File: src/rtl/lsu_pkg.sv
// Shared types and constants for the load/store unit: FSM state encoding,
// default memory size and datapath widths.
package lsu_pkg;

  localparam int LSU_MEM_BYTES = 256;
  localparam int LSU_ADDR_W    = 16;
  localparam int LSU_DATA_W    = 16;
  localparam int LSU_BYTE_W    = 8;

  typedef enum logic [2:0] {
    IDLE,
    ISSUE,
    CAPTURE,
    WRITE,
    RESP
  } lsu_state_t;

endpackage

File: src/rtl/lsu_byte_lane.sv
// Byte-lane datapath for the load/store unit (purely combinational).
// Produces the load result (word, or low byte sign/zero extended) and the
// read-modify-write word for a byte store (keeps the high byte read back
// from memory, replaces the low byte with the store data).
module lsu_byte_lane
  import lsu_pkg::*;
(
  input  logic [LSU_DATA_W-1:0] i_rdata,
  input  logic                  i_byte,
  input  logic                  i_signed,
  input  logic [LSU_BYTE_W-1:0] i_wdata_lo,
  output logic [LSU_DATA_W-1:0] o_load_data,
  output logic [LSU_DATA_W-1:0] o_merged
);

  logic w_ext_bit;

  // Extension bit is the byte's sign only for signed byte loads.
  assign w_ext_bit   = i_signed & i_rdata[LSU_BYTE_W-1];
  assign o_load_data = i_byte ? {{(LSU_DATA_W-LSU_BYTE_W){w_ext_bit}}, i_rdata[LSU_BYTE_W-1:0]}
                              : i_rdata;
  assign o_merged    = {i_rdata[LSU_DATA_W-1:LSU_BYTE_W], i_wdata_lo};

endmodule

File: src/rtl/load_store_unit.sv
// Load/store unit: accepts CPU load/store requests over valid/ready and
// sequences a registered-read, 2-byte-write data memory. Byte stores are done
// as read-modify-write; byte loads are sign or zero extended.
// Build option: define LSU_ALIGN_CHECK_EN to reject word accesses at odd
// addresses with an error response instead of passing them to memory.
module load_store_unit
  import lsu_pkg::*;
#(
  parameter int MEM_BYTES = LSU_MEM_BYTES,
  parameter int ADDR_W    = LSU_ADDR_W
) (
  input  logic                  clk,
  input  logic                  rst,
  input  logic                  req_valid,
  output logic                  req_ready,
  input  logic                  req_wr,
  input  logic                  req_byte,
  input  logic                  req_signed,
  input  logic [ADDR_W-1:0]     req_addr,
  input  logic [LSU_DATA_W-1:0] req_wdata,
  output logic                  resp_valid,
  output logic [LSU_DATA_W-1:0] resp_rdata,
  output logic                  resp_err,
  output logic                  mem_en,
  output logic                  mem_rd,
  output logic                  mem_wr,
  output logic [ADDR_W-1:0]     mem_addr,
  output logic [LSU_DATA_W-1:0] mem_wdata,
  input  logic [LSU_DATA_W-1:0] mem_rdata
);

  lsu_state_t            r_state;
  logic [ADDR_W-1:0]     r_addr;
  logic [LSU_DATA_W-1:0] r_wdata;
  logic                  r_wr;
  logic                  r_byte;
  logic                  r_signed;
  logic [LSU_DATA_W-1:0] r_rdata;
  logic                  r_err;
  logic [LSU_DATA_W-1:0] r_merged;

  logic                  w_out_of_range;
  logic                  w_misaligned;
  logic                  w_reject;
  logic                  w_issue;
  logic                  w_write;
  logic                  w_word_store;
  logic [LSU_DATA_W-1:0] w_load_data;
  logic [LSU_DATA_W-1:0] w_merged;

  // Every access touches addr and addr+1, so the last legal address is MEM_BYTES-2.
  assign w_out_of_range = (req_addr > ADDR_W'(MEM_BYTES - 2));
`ifdef LSU_ALIGN_CHECK_EN
  assign w_misaligned   = ~req_byte & req_addr[0];
`else
  assign w_misaligned   = 1'b0;
`endif
  assign w_reject       = w_out_of_range | w_misaligned;

  lsu_byte_lane u_byte_lane (
    .i_rdata     (mem_rdata),
    .i_byte      (r_byte),
    .i_signed    (r_signed),
    .i_wdata_lo  (r_wdata[LSU_BYTE_W-1:0]),
    .o_load_data (w_load_data),
    .o_merged    (w_merged)
  );

  // Request sequencer: latch on accept, walk ISSUE/CAPTURE/WRITE as needed, respond once.
  always_ff @(posedge clk) begin
    if (rst) begin
      r_state  <= IDLE;
      r_addr   <= '0;
      r_wdata  <= '0;
      r_wr     <= 1'b0;
      r_byte   <= 1'b0;
      r_signed <= 1'b0;
      r_rdata  <= '0;
      r_err    <= 1'b0;
      r_merged <= '0;
    end else begin
      case (r_state)
        IDLE: begin
          if (req_valid) begin
            r_addr   <= req_addr;
            r_wdata  <= req_wdata;
            r_wr     <= req_wr;
            r_byte   <= req_byte;
            r_signed <= req_signed;
            r_rdata  <= '0;
            r_err    <= w_reject;
            r_state  <= w_reject ? RESP : ISSUE;
          end
        end
        ISSUE: begin
          r_state <= (r_wr & ~r_byte) ? RESP : CAPTURE;
        end
        CAPTURE: begin
          if (r_wr) begin
            r_merged <= w_merged;
            r_state  <= WRITE;
          end else begin
            r_rdata  <= w_load_data;
            r_state  <= RESP;
          end
        end
        WRITE: begin
          r_state <= RESP;
        end
        RESP: begin
          r_state <= IDLE;
        end
        default: begin
          r_state <= IDLE;
        end
      endcase
    end
  end

  // Memory strobes and handshake outputs are pure decodes of the current state.
  assign w_issue      = (r_state == ISSUE);
  assign w_write      = (r_state == WRITE);
  assign w_word_store = r_wr & ~r_byte;

  assign mem_en     = w_issue | w_write;
  assign mem_rd     = w_issue & ~w_word_store;
  assign mem_wr     = (w_issue & w_word_store) | w_write;
  assign mem_addr   = mem_en ? r_addr : '0;
  assign mem_wdata  = (w_issue & w_word_store) ? r_wdata :
                      w_write                  ? r_merged : '0;

  assign req_ready  = (r_state == IDLE);
  assign resp_valid = (r_state == RESP);
  assign resp_rdata = resp_valid ? r_rdata : '0;
  assign resp_err   = resp_valid & r_err;

endmodule
File: config.mk
export PLATFORM = sky130hd
export DESIGN_NAME = load_store_unit
export DESIGN_NICKNAME = d
export VERILOG_FILES = /design/src/rtl/lsu_pkg.sv /design/src/rtl/lsu_byte_lane.sv /design/src/rtl/load_store_unit.sv
export SDC_FILE = /design/constraint.sdc
export NUM_CORES = 1
export LEC_CHECK = 0
export CORE_UTILIZATION = 41
export CTS_CLUSTER_SIZE = 14
export DETAILED_ROUTE_END_ITERATION = 6
export HOLD_SLACK_MARGIN = 0.06
export PLACE_DENSITY_LB_ADDON = 0.3
export SLEW_MARGIN = 30
export SYNTH_ARGS = -nofsm -noshare
export SYNTH_HDL_FRONTEND = slang
export SYNTH_SLANG_ARGS = --single-unit
File: constraint.sdc
create_clock -name clk -period 1.5 [get_ports clk]
set_input_delay 0.225 -clock clk [delete_from_list [all_inputs] [get_ports clk]]
set_output_delay 0.225 -clock clk [all_outputs]
set_load 0.005 [all_outputs]
==> results of run 1 <==
-- registers in the layout, indices dropped and copies added, names as in the netlist --
register,flops
r_err,1
r_merged,16
r_wr,1
r_state,3
r_byte,1
r_rdata,16
r_addr,16
r_wdata,16
r_signed,1
-- final timing paths --
check | startpoint | to | slack [ps] | cells past startpoint
hold / removal | rst | r_addr[1] | 190 | 2
setup reg to reg | r_state[1] | r_merged[15] | -440 | 6
hold reg to reg | r_merged[7] | r_merged[7] | 470 | 2
setup / recovery | r_state[1] | r_merged[15] | -440 | 6
-- cells in the final DEF (no fill, tap or decap), drive strengths merged, types with 3 or more instances in the layout --
| cell type | n |
|---|---|
| clkdlybuf4s50 | 53 |
| nor2 | 3 |
| and2 | 18 |
| a21oi | 60 |
| nor3 | 4 |
| nor4 | 19 |
| clkbuf | 19 |
| buf | 131 |
| a22o | 16 |
| o32ai | 16 |
| clkdlybuf4s15 | 9 |
| inv | 29 |
| nand2b | 3 |
| dfxtp | 71 |
| nand2 | 102 |
-- critical path, stage by stage (launching register included) --
cell and delay, ps:
sky130_fd_sc_hd__dfxtp_2 400, sky130_fd_sc_hd__clkbuf_8 350, sky130_fd_sc_hd__buf_4 220, sky130_fd_sc_hd__nor4bb_4 390, sky130_fd_sc_hd__buf_6 200, sky130_fd_sc_hd__nand2_4 60
sky130_fd_sc_hd__a21oi_2 220
-- power by group through the flow --
stage               logic, µW  clock network, µW  registers (µW)
detailed placement        487                  0            2030
global placement          478                  0            2030
global route              955               1670            2020
floorplan                 245                  0            2020
finish                    913               1570            2020
CTS                       735               1550            2000
-- layer usage --
layer | vias to the layer above | global-route usage (%)
met2 | 193 | 51.8
li1 | 1709 | -
met5 | - | 0
met4 | 0 | 13.2
met3 | 65 | 5.47
met1 | 1818 | 33.7
-- kinds of logic after synthesis --
family          after synthesis  share of synthesized area (%)
compound gates               99                           21.0
buf+inv                      62                           9.89
flops                        71                           44.4
simple gates                161                           24.7
-- per-stage QoR --
step / setup TNS (ps) / cells / util [%] / hold WS, ps
after floorplan: 0 / 393 / - / 361
after global placement: -13930 / 603 / 61.5 / 438
after detailed placement: -15150 / 603 / 61.5 / 442
after CTS: -34220 / 663 / 77.1 / 172
after global routing: -41040 / 675 / 84.7 / 193
final: -36910 / 675 / 84.7 / 195
-- cell type report --
type,count,area (µm²),area share [%]
multi-input cells,260,2370,37.8
repair buffers,202,2050,32.6
clock buffers,10,138,2.19
flip-flops and latches,71,1430,22.8
inverters,28,113,1.79
well taps,99,124,1.97
clock inverters,5,56.3,0.897
-- repair_timing --
| item | CTS | global route |
|---|---|---|
| hold buffers | 0 | 0 |
| resized for setup | 333 | 143 |
| setup endpoints to repair | 120 | 125 |
| gates cloned | 9 | 3 |
| pin swaps | 65 | 56 |
| buffers inserted | 37 | 24 |
==> parameters.txt, run 1 <==
Parameter                              Value

Final layout
  Filler cell count in the final layout    366
  Ant diodes    0
  Fraction of final layout cells with drive strength greater than 1    52.6%
  Layout area overhead    96.2%
  Post-layout net count    626
  Fin area    0.00628 mm²

Global route
  Wire length of the first global-routing pass    18700 µm
  Aggregate global routing overflow    0
  Via count of the first global-routing pass    3695
  Maximum number of pins on one net before global-route repair    51
  Antenna violations before repair    0
  Global-route usage over all layers    29.1%

Floorplan
  Initial cell density of the core    43.2%
  I/O pin count    108
  Core Rows    31
  Area inside the core boundary    0.00741 mm²
  Floorplan die width    90.4 µm
  Vertical extent of the die    90.4 µm
  Floorplan die area    0.00816 mm²

Timing
  Upper clock frequency limit    517 MHz
  RSZ-0062 raised after global routing    true
  Setup clock skew after layout    16.8 ps
  Shortest clock period the worst path allows after layout    1940 ps
  Final Worst Setup Slack    -436 ps
  Slew at the pin with the worst max-slew slack    433 ps
  Headroom to the max-slew limit    71.1%
  Count of final hold-check violations    0
  Final setup viols    125
  Count of pins over their slew limit    0
  Final worst-path cycle share    129%

Synthesis
  Post-Syn Area    0.00320 mm²
  Sequential cell area fraction in the yosys report    44.4%
  Leading cell types by count after synthesis    sky130_fd_sc_hd__nand2_1 (102), sky130_fd_sc_hd__dfxtp_1 (71), sky130_fd_sc_hd__a21oi_1 (52)
  FFs w/ async S/R, synth    0%
  Count of distinct cell types in the synthesized netlist    37
  Total nets after synthesis    447
  Top area cells in the synthesized netlist    sky130_fd_sc_hd__dfxtp_1 (44%), sky130_fd_sc_hd__nand2_1 (12%), sky130_fd_sc_hd__a21oi_1 (8.1%)
  Syn. warnings    0
  Post-synthesis sequential element count    71
  Cell type contributing the most total cell area after synthesis    sky130_fd_sc_hd__dfxtp_1
  Synth Flop Type    sky130_fd_sc_hd__dfxtp_1
  Synthesized instance count    393
  Synthesized area per cell    8.14 µm²
  Cell with the most instances after synthesis    sky130_fd_sc_hd__nand2_1
  Number of enable-type register cells in the synthesized netlist    0
  Area share of the largest cell type after synthesis    44.4%

Flow run
  Maximum Capacitance Violations    0

Place
  GPL Wtd Cong    0.810
  Worst slack, placed    -273 ps
  Total of buffers placed on input and output ports    107
  Post-place instance area    0.00456 mm²
  HPWL after DPL    6170 µm

Routing
  Post-DR wirelength/cell    20.9 µm
  Count of antenna-violating nets left after detailed routing    0
  Number of DRC markers after the initial detailed-route iteration    229
  Routed wire length    14100 µm
  Highest Signal Layer    met4
  Vias    3785
  Number of search-and-repair iterations in the first detailed-routing pass    5
  Detailed-route wire length on metal 1    5310 µm
  Met2 layer wire length in the routed design    7210 µm
  Post-route DRC    0
  Met3 routed wirelength    793 µm
  Number of vias per cell    5.61

Clock network
  Clock Sinks    71
  Clock transition time at the flip-flop clock pins of the worst setup and hold paths    90 ps
  TritonCTS clock tree    built
  CTS root buffer    sky130_fd_sc_hd__clkbuf_8
  Worst-case clock buffer depth    2
  Clock latency on the worst-skew pair    350 ps
  CTS buffer count    9
  H-tree depth    3

Min path
  Min-Delay Path Class    in2reg

Critical path
  CP Max Fanout    18
  Required time of the critical path    1760 ps
  Crit path DAT    2200 ps
  Worst Path Class, Setup    reg2reg
  Sort of element at the end of the critical path    flop
  Critical path startpoint category    flop

Pwr
  Net switching share of the total power    28.4%
  Share of power burned in combinational logic    20.2%
  Post-layout power    4510 µW
  Clk network pwr share    34.9%
  Cell internal power dissipation    3230 µW
  Leakage    0.00255 µW
  Maximum vdd drop    557 µV
  Switch Pwr    1280 µW
  Power per unit of standard cell area    718 mW/mm²
  Relative contribution of sequential cells to total power    44.8%

Run status
  Violations in the final reports    negative setup slack
  Result of the run    finished, violations left
Power figures use the tool's default switching activity.
==> run 2, diff against run 1 <==
--- a/config.mk
+++ b/config.mk
@@ -5,6 +5,8 @@
 export SDC_FILE = /design/constraint.sdc
 export NUM_CORES = 1
 export LEC_CHECK = 0
+export ABC_CLOCK_PERIOD_IN_PS = 1500
+export CORE_MARGIN = 2
 export CORE_UTILIZATION = 41
 export CTS_CLUSTER_SIZE = 14
 export DETAILED_ROUTE_END_ITERATION = 6
==> parameters.txt, run 2 (synthesis gave the netlist of run 1 again) <==
Parameter                              Value

Final layout
  Layout area overhead    85.1% (was 96.2%)
  Fraction of final layout cells with drive strength greater than 1    49.6% (was 52.6%)
  Area occupied by registers    0.00143 mm² (about the same)
  Filler cell count in the final layout    474 (was 366)
  Most frequent standard cell in the layout excluding fill and tap cells    sky130_fd_sc_hd__dfxtp_1 (unchanged)
  Post-layout net count    614 (was 626)
  Top library cells by usage in the layout, fill and taps aside    sky130_fd_sc_hd__dfxtp_1 (68), sky130_fd_sc_hd__nand2_1 (54), sky130_fd_sc_hd__clkdlybuf4s50_1 (52), sky130_fd_sc_hd__a21oi_2 (38), sky130_fd_sc_hd__buf_2 (38) (was sky130_fd_sc_hd__dfxtp_1 (67), sky130_fd_sc_hd__nand2_1 (60), sky130_fd_sc_hd__clkdlybuf4s50_1 (53), sky130_fd_sc_hd__buf_6 (39))
  Ant diodes    0 (unchanged)
  Area of combinational cells with multiple inputs    0.00215 mm² (was 0.00237 mm²)
  Number of standard cells in the final layout excluding fillers    667 (was 675)

Timing
  Count of final hold-check violations    0 (unchanged)
  Slew at the pin with the worst max-slew slack    531 ps (was 433 ps)
  Shortest clock period the worst path allows after layout    2030 ps (was 1940 ps)
  Count of pins over their slew limit    0 (unchanged)
  RSZ-0062 raised after global routing    true (unchanged)
  Headroom to the max-slew limit    64.6% (was 71.1%)
  Final hold slack    127 ps (was 195 ps)
  Upper clock frequency limit    492 MHz (was 517 MHz)
  Final worst-path cycle share    136% (was 129%)
  Setup clock skew after layout    12.0 ps (was 16.8 ps)
  Final setup viols    124 (was 125)
  Final Worst Setup Slack    -533 ps (was -436 ps)

Clock network
  CTS root buffer    sky130_fd_sc_hd__clkbuf_8 (unchanged)
  CTS buffer count    9 (unchanged)
  Clock Sinks    71 (unchanged)
  Worst-case clock buffer depth    2 (unchanged)
  TritonCTS clock tree    built (unchanged)
  Clock transition time at the flip-flop clock pins of the worst setup and hold paths    80 ps (was 90 ps)
  Clock latency on the worst-skew pair    360 ps (was 350 ps)
  Count of hold-fix buffers inserted at cts    0 (unchanged)
  H-tree depth    3 (unchanged)

Critical path
  Crit path DAT    1810 ps (was 2200 ps)
  R2r setup slk    -370 ps (was -440 ps)
  Critical path startpoint category    flop (unchanged)
  Worst Path Class, Setup    reg2out (was reg2reg)
  CP Max Fanout    5 (was 18)
  Cell with the biggest individual delay on the critical path    sky130_fd_sc_hd__dfxtp_4 (was sky130_fd_sc_hd__dfxtp_2)
  Sort of element at the end of the critical path    output port (was flop)
  Crit path top cell by count    sky130_fd_sc_hd__buf_6
  Required time of the critical path    1270 ps (was 1760 ps)
  Delay of the slowest critical-path stage    390 ps (was 400 ps)
  Cells along the critical path    nor4_4 -> buf_4 -> buf_6 -> buf_6 -> a22o_1 -> buf_2 (was clkbuf_8 -> buf_4 -> nor4bb_4 -> buf_6 -> nand2_4 -> a21oi_2)

Place
  HPWL after DPL    6250 µm (was 6170 µm)
  Total of buffers placed on input and output ports    107 (unchanged)
  GPL Wtd Cong    0.838 (was 0.810)
  Number of instances in the placed design    602 (was 603)

Routing
  Post-DR wirelength/cell    19.1 µm (was 20.9 µm)
  Number of DRC markers after the initial detailed-route iteration    202 (was 229)
  Number of vias per cell    5.39 (was 5.61)
  Count of antenna-violating nets left after detailed routing    0 (unchanged)
  Number of search-and-repair iterations in the first detailed-routing pass    4 (was 5)
  Post-route DRC    0 (unchanged)
  Vias    3594 (was 3785)
  Routed wire length    12800 µm (was 14100 µm)

Min path
  Min-Delay Path Class    in2reg (unchanged)

Floorplan
  Floorplan die area    0.00853 mm² (was 0.00816 mm²)
  I/O pin count    108 (unchanged)
  Core Rows    32 (was 31)
  Area inside the core boundary    0.00765 mm² (was 0.00741 mm²)
  Floorplan die width    92.4 µm (was 90.4 µm)
  Vertical extent of the die    92.4 µm (was 90.4 µm)
  Initial cell density of the core    41.9% (was 43.2%)

Run status
  Violations in the final reports    negative setup slack (unchanged)
  Result of the run    finished, violations left (unchanged)

Global route
  Antenna violations before repair    0 (unchanged)
  Global-route usage over all layers    26.4% (was 29.1%)
  Via count of the first global-routing pass    3516 (was 3695)
  Wire length of the first global-routing pass    17600 µm (was 18700 µm)
  Maximum number of pins on one net before global-route repair    35 (was 51)
  Aggregate global routing overflow    0 (unchanged)

Flow run
  Maximum Capacitance Violations    0 (unchanged)

Pwr
  Leakage    0.00249 µW (was 0.00255 µW)
  Post-layout power    4440 µW (was 4510 µW)
  Maximum vdd drop    493 µV (was 557 µV)
  Power per unit of standard cell area    750 mW/mm² (was 718 mW/mm²)
## run 2: changes by cell type in the layout (fill, tap and decap cells not counted), sizes merged
cell	delta
clkinv	+2
clkdlybuf4s15	-9
dlygate4sd2	+1
inv	-1
clkdlybuf4s50	-1
buf	-10
clkbuf	+7
## run 2: report_power, final
part           internal (µW)  switching (µW)
clock network            777             772
logic                    487             397
registers               1950            65.2
total                   3210            1230
## run 2: timing repair
item / CTS / global route
gates resized for setup: 287 / 147
gates cloned: 9 / 3
endpoints found under the setup margin: 103 / 125
setup buffers: 26 / 18
pin swaps: 49 / 53
## run 2: layer usage
layer / part of all wire (%) / vias up / GRT usage, %
li1: - / 1679 / -
met1: 40 / 1728 / 33.1
met2: 51 / 154 / 45.9
met3: 6.8 / 33 / 4.48
met4: 2.9 / 0 / 9.45
met5: 0 / - / 0
## run 2: layout make-up
class / count / share of cell area, %
timing repair buffer: 190 / 32.1
clock buffer: 10 / 2.15
tap: 102 / 2.15
inverter: 28 / 1.94
sequential: 71 / 24.1
multi-input combinational: 260 / 36.3
clock inverter: 6 / 1.16
## run 2: worst paths after layout
| check | end | cells past startpoint | startpoint |
|---|---|---|---|
| worst min-delay path | r_signed | 2 | rst |
| worst max register to register | r_addr[5] | 7 | r_state[0] |
| worst max-delay path | mem_wdata[14] | 6 | r_state[1] |
| worst min register to register | r_merged[6] | 2 | r_merged[6] |
## run 2: critical path: cells and delay by family (launching register included)
kind | cells | cell delay (ps)
buffers and inverters | 4 | 520
and+or+nand+nor | 1 | 380
AOI/OAI and AO/OA | 1 | 160
DFF | 1 | 390
## run 2: metrics by stage
stage / setup TNS, ps / util, % / cell area (µm²) / setup WS (ps)
4_1_cts: -33170 / 72.0 / 5510 / -544
6_report: -31570 / 77.5 / 5920 / -533
3_3_place_gp: -15070 / 58.9 / 4510 / -284
3_5_place_dp: -16820 / 58.9 / 4510 / -332
2_1_floorplan: 0 / - / 3210 / 1.33
5_1_grt: -37520 / 77.5 / 5920 / -592
==> run 3, diff against run 2 <==
--- a/config.mk
+++ b/config.mk
@@ -5,8 +5,9 @@
 export SDC_FILE = /design/constraint.sdc
 export NUM_CORES = 1
 export LEC_CHECK = 0
+export ABC_AREA = 1
 export ABC_CLOCK_PERIOD_IN_PS = 1500
-export CORE_MARGIN = 2
+export CORE_MARGIN = 1.5
 export CORE_UTILIZATION = 41
 export CTS_CLUSTER_SIZE = 14
 export DETAILED_ROUTE_END_ITERATION = 6
==> parameters.txt, run 3 <==
Parameter                              Value

Floorplan
  Core Rows    31 (was 32)
  Initial cell density of the core    42.4% (was 41.9%)
  Floorplan die width    89.9 µm (was 92.4 µm)
  Floorplan die area    0.00808 mm² (was 0.00853 mm²)
  I/O pin count    108 (unchanged)
  Vertical extent of the die    89.9 µm (was 92.4 µm)
  Area inside the core boundary    0.00729 mm² (was 0.00765 mm²)

Timing
  Shortest clock period the worst path allows after layout    1870 ps (was 2030 ps)
  Count of final hold-check violations    0 (unchanged)
  Count of pins over their slew limit    0 (unchanged)
  Final setup viols    58 (was 124)
  Setup clock skew after layout    14.0 ps (was 12.0 ps)
  Slew at the pin with the worst max-slew slack    274 ps (was 531 ps)
  Final Worst Setup Slack    -370 ps (was -533 ps)
  RSZ-0062 raised after global routing    true (unchanged)
  Final hold slack    476 ps (was 127 ps)
  Final worst-path cycle share    125% (was 136%)
  Headroom to the max-slew limit    81.7% (was 64.6%)
  Upper clock frequency limit    535 MHz (was 492 MHz)

Clock network
  CTS buffer count    9 (unchanged)
  Clock Sinks    71 (unchanged)
  Count of hold-fix buffers inserted at cts    0 (unchanged)
  Worst-case clock buffer depth    2 (unchanged)
  CTS root buffer    sky130_fd_sc_hd__clkbuf_8 (unchanged)
  Clock latency on the worst-skew pair    340 ps (was 360 ps)
  H-tree depth    3 (unchanged)
  Clock transition time at the flip-flop clock pins of the worst setup and hold paths    80 ps (about the same)
  TritonCTS clock tree    built (unchanged)

Routing
  Post-route DRC    0 (unchanged)
  Routed wire length    10100 µm (was 12800 µm)
  Number of vias per cell    4.92 (was 5.39)
  Count of antenna-violating nets left after detailed routing    0 (unchanged)
  Post-DR wirelength/cell    14.4 µm (was 19.1 µm)
  Vias    3435 (was 3594)
  Number of search-and-repair iterations in the first detailed-routing pass    4 (unchanged)
  Number of DRC markers after the initial detailed-route iteration    129 (was 202)

Critical path
  Reg2Reg Launch Point    r_state[0] (unchanged)
  R2r setup slk    -40 ps (was -370 ps)
  Worst Path Class, Setup    reg2out (unchanged)
  Reg-to-Reg End    r_wdata[12] (was r_addr[5])
  Critical path startpoint category    flop (unchanged)
  CP Max Fanout    4 (was 5)
  Crit path DAT    1640 ps (was 1810 ps)
  Sort of element at the end of the critical path    output port (unchanged)
  Worst-case reg-to-reg path depth    8 (was 7)
  Required time of the critical path    1270 ps (about the same)

Synthesis
  Cell type contributing the most total cell area after synthesis    sky130_fd_sc_hd__dfxtp_1 (unchanged)
  Area share of the largest cell type after synthesis    45.9% (was 44.4%)
  Number of enable-type register cells in the synthesized netlist    0 (unchanged)
  Count of distinct cell types in the synthesized netlist    18 (was 37)
  Synth Flop Type    sky130_fd_sc_hd__dfxtp_1 (unchanged)
  Synthesized instance count    448 (was 393)
  Sequential cell area fraction in the yosys report    45.9% (was 44.4%)
  Leading cell types by count after synthesis    sky130_fd_sc_hd__nor2_1 (76), sky130_fd_sc_hd__inv_1 (74), sky130_fd_sc_hd__dfxtp_1 (71) (was sky130_fd_sc_hd__nand2_1 (102), sky130_fd_sc_hd__dfxtp_1 (71), sky130_fd_sc_hd__a21oi_1 (52))
  Cell with the most instances after synthesis    sky130_fd_sc_hd__nor2_1 (was sky130_fd_sc_hd__nand2_1)
  FFs w/ async S/R, synth    0% (unchanged)
  Synthesized area per cell    6.91 µm² (was 8.14 µm²)
  Post-Syn Area    0.00309 mm² (was 0.00320 mm²)
  Syn. warnings    0 (unchanged)
  Total nets after synthesis    502 (was 447)
  Post-synthesis sequential element count    71 (unchanged)
  Top area cells in the synthesized netlist    sky130_fd_sc_hd__dfxtp_1 (46%), sky130_fd_sc_hd__o21ai_0 (9.9%), sky130_fd_sc_hd__nor2_1 (9.2%) (was sky130_fd_sc_hd__dfxtp_1 (44%), sky130_fd_sc_hd__nand2_1 (12%), sky130_fd_sc_hd__a21oi_1 (8.1%))

Final layout
  Final design utilization    72.8% (was 77.5%)
  Filler cell count in the final layout    592 (was 474)
  Top library cells by usage in the layout, fill and taps aside    sky130_fd_sc_hd__inv_1 (70), sky130_fd_sc_hd__dfxtp_1 (68), sky130_fd_sc_hd__clkdlybuf4s50_1 (53), sky130_fd_sc_hd__a21oi_1 (52), sky130_fd_sc_hd__buf_2 (47) (was sky130_fd_sc_hd__dfxtp_1 (68), sky130_fd_sc_hd__nand2_1 (54), sky130_fd_sc_hd__clkdlybuf4s50_1 (52), sky130_fd_sc_hd__a21oi_2 (38), sky130_fd_sc_hd__buf_2 (38))
  Layout area overhead    71.5% (was 85.1%)
  Fraction of final layout cells with drive strength greater than 1    34.2% (was 49.6%)
  Ant diodes    0 (unchanged)
  Most frequent standard cell in the layout excluding fill and tap cells    sky130_fd_sc_hd__inv_1 (was sky130_fd_sc_hd__dfxtp_1)
  Number of standard cells in the final layout excluding fillers    698 (was 667)
  Fin area    0.00531 mm² (was 0.00592 mm²)
  Post-layout net count    649 (was 614)

Pwr
  Maximum vdd drop    490 µV (was 493 µV)
  Leakage    0.00219 µW (was 0.00249 µW)
  Power per unit of standard cell area    815 mW/mm² (was 750 mW/mm²)

Place
  Number of instances in the placed design    654 (was 602)
  Post-place instance area    0.00446 mm² (was 0.00451 mm²)
  GPL Wtd Cong    0.768 (was 0.838)
  Worst slack, placed    -266 ps (was -332 ps)
  Total of buffers placed on input and output ports    107 (unchanged)
  HPWL after DPL    5780 µm (was 6250 µm)

Global route
  Aggregate global routing overflow    0 (unchanged)
  Wire length of the first global-routing pass    14500 µm (was 17600 µm)
  Maximum number of pins on one net before global-route repair    54 (was 35)
  Via count of the first global-routing pass    3108 (was 3516)
  Antenna violations before repair    0 (unchanged)
  Global-route usage over all layers    21.9% (was 26.4%)

Run status
  Result of the run    finished, violations left (unchanged)
  Violations in the final reports    negative setup slack (unchanged)

Min path
  Hold endpoint    r_addr[6] (was r_signed)
  Number of cells traversed by the worst hold path    2 (unchanged)
  Min-Delay Path Class    reg2reg (was in2reg)
  Hold path start    r_addr[6] (was rst)

Flow run
  Maximum Capacitance Violations    0 (unchanged)
[run 3: logic make-up (layout without fill, tap and decap cells)]
family,Yosys count,after routing,synth area share (%)
and+or+nand+nor,134,134,17.5
AOI/OAI and AO/OA,140,140,23.4
buffers and inverters,103,254,13.2
DFF,71,71,45.9
[run 3: stage by stage]
step,power (µW),TNS [ps]
after floorplan,2360,0
after global placement,2640,-7360
after detailed placement,2660,-8810
after CTS,4160,-12910
after global routing,4510,-14170
final,4320,-9730
[run 3: layout make-up]
class / instances / area [µm²] / area share [%]
inverter: 76 / 293 / 5.52
timing repair buffer: 162 / 1540 / 29.0
sequential: 71 / 1430 / 26.9
tap: 99 / 124 / 2.33
multi-input combinational: 274 / 1730 / 32.6
clock inverter: 6 / 61.3 / 1.16
clock buffer: 9 / 124 / 2.33
timing repair inverter: 1 / 7.51 / 0.142
[run 3: timing repair]
action | 4_1_cts | 5_1_grt
cloned | 2 | 4
hold endpoints to repair | 0 | 0
resized for setup | 226 | 163
pin swaps | 12 | 13
setup endpoints to repair | 59 | 74
setup buffers | 15 | 10
[run 3: layer usage]
layer  part of all wire, %  vias to the layer above  global-route usage (%)
met5                     0                        -                       0
met4                   1.2                        0                    6.75
met3                   4.3                       12                    4.99
met2                    53                       91                    37.8
met1                    41                     1603                    27.2
li1                      -                     1729                       -
[run 3: critical path: stages (launching register included)]
cell	delay, ps
sky130_fd_sc_hd__dfxtp_2	340
sky130_fd_sc_hd__buf_6	120
sky130_fd_sc_hd__inv_4	50
sky130_fd_sc_hd__nand2_4	50
sky130_fd_sc_hd__nor2_4	160
sky130_fd_sc_hd__clkinvlp_4	160
sky130_fd_sc_hd__buf_6	140
sky130_fd_sc_hd__buf_6	110
sky130_fd_sc_hd__nor2_1	70
sky130_fd_sc_hd__buf_2	110
[run 3: how the worst max path moves through the flow]
stage / from / endpoint / slack (ps)
after global placement: r_state[2] / mem_wdata[0] / -220
after detailed placement: r_state[0] / resp_rdata[14] / -270
final: r_state[0] / resp_rdata[7] / -370
after floorplan: r_state[2] / mem_wdata[10] / 170
after global routing: r_state[0] / resp_rdata[12] / -460
after CTS: r_state[0] / resp_err / -410
[run 3: power by group]
group	internal [µW]	switching (µW)
Clock	756	722
Sequential	1990	44.8
Combinational	404	402
Total	3150	1170
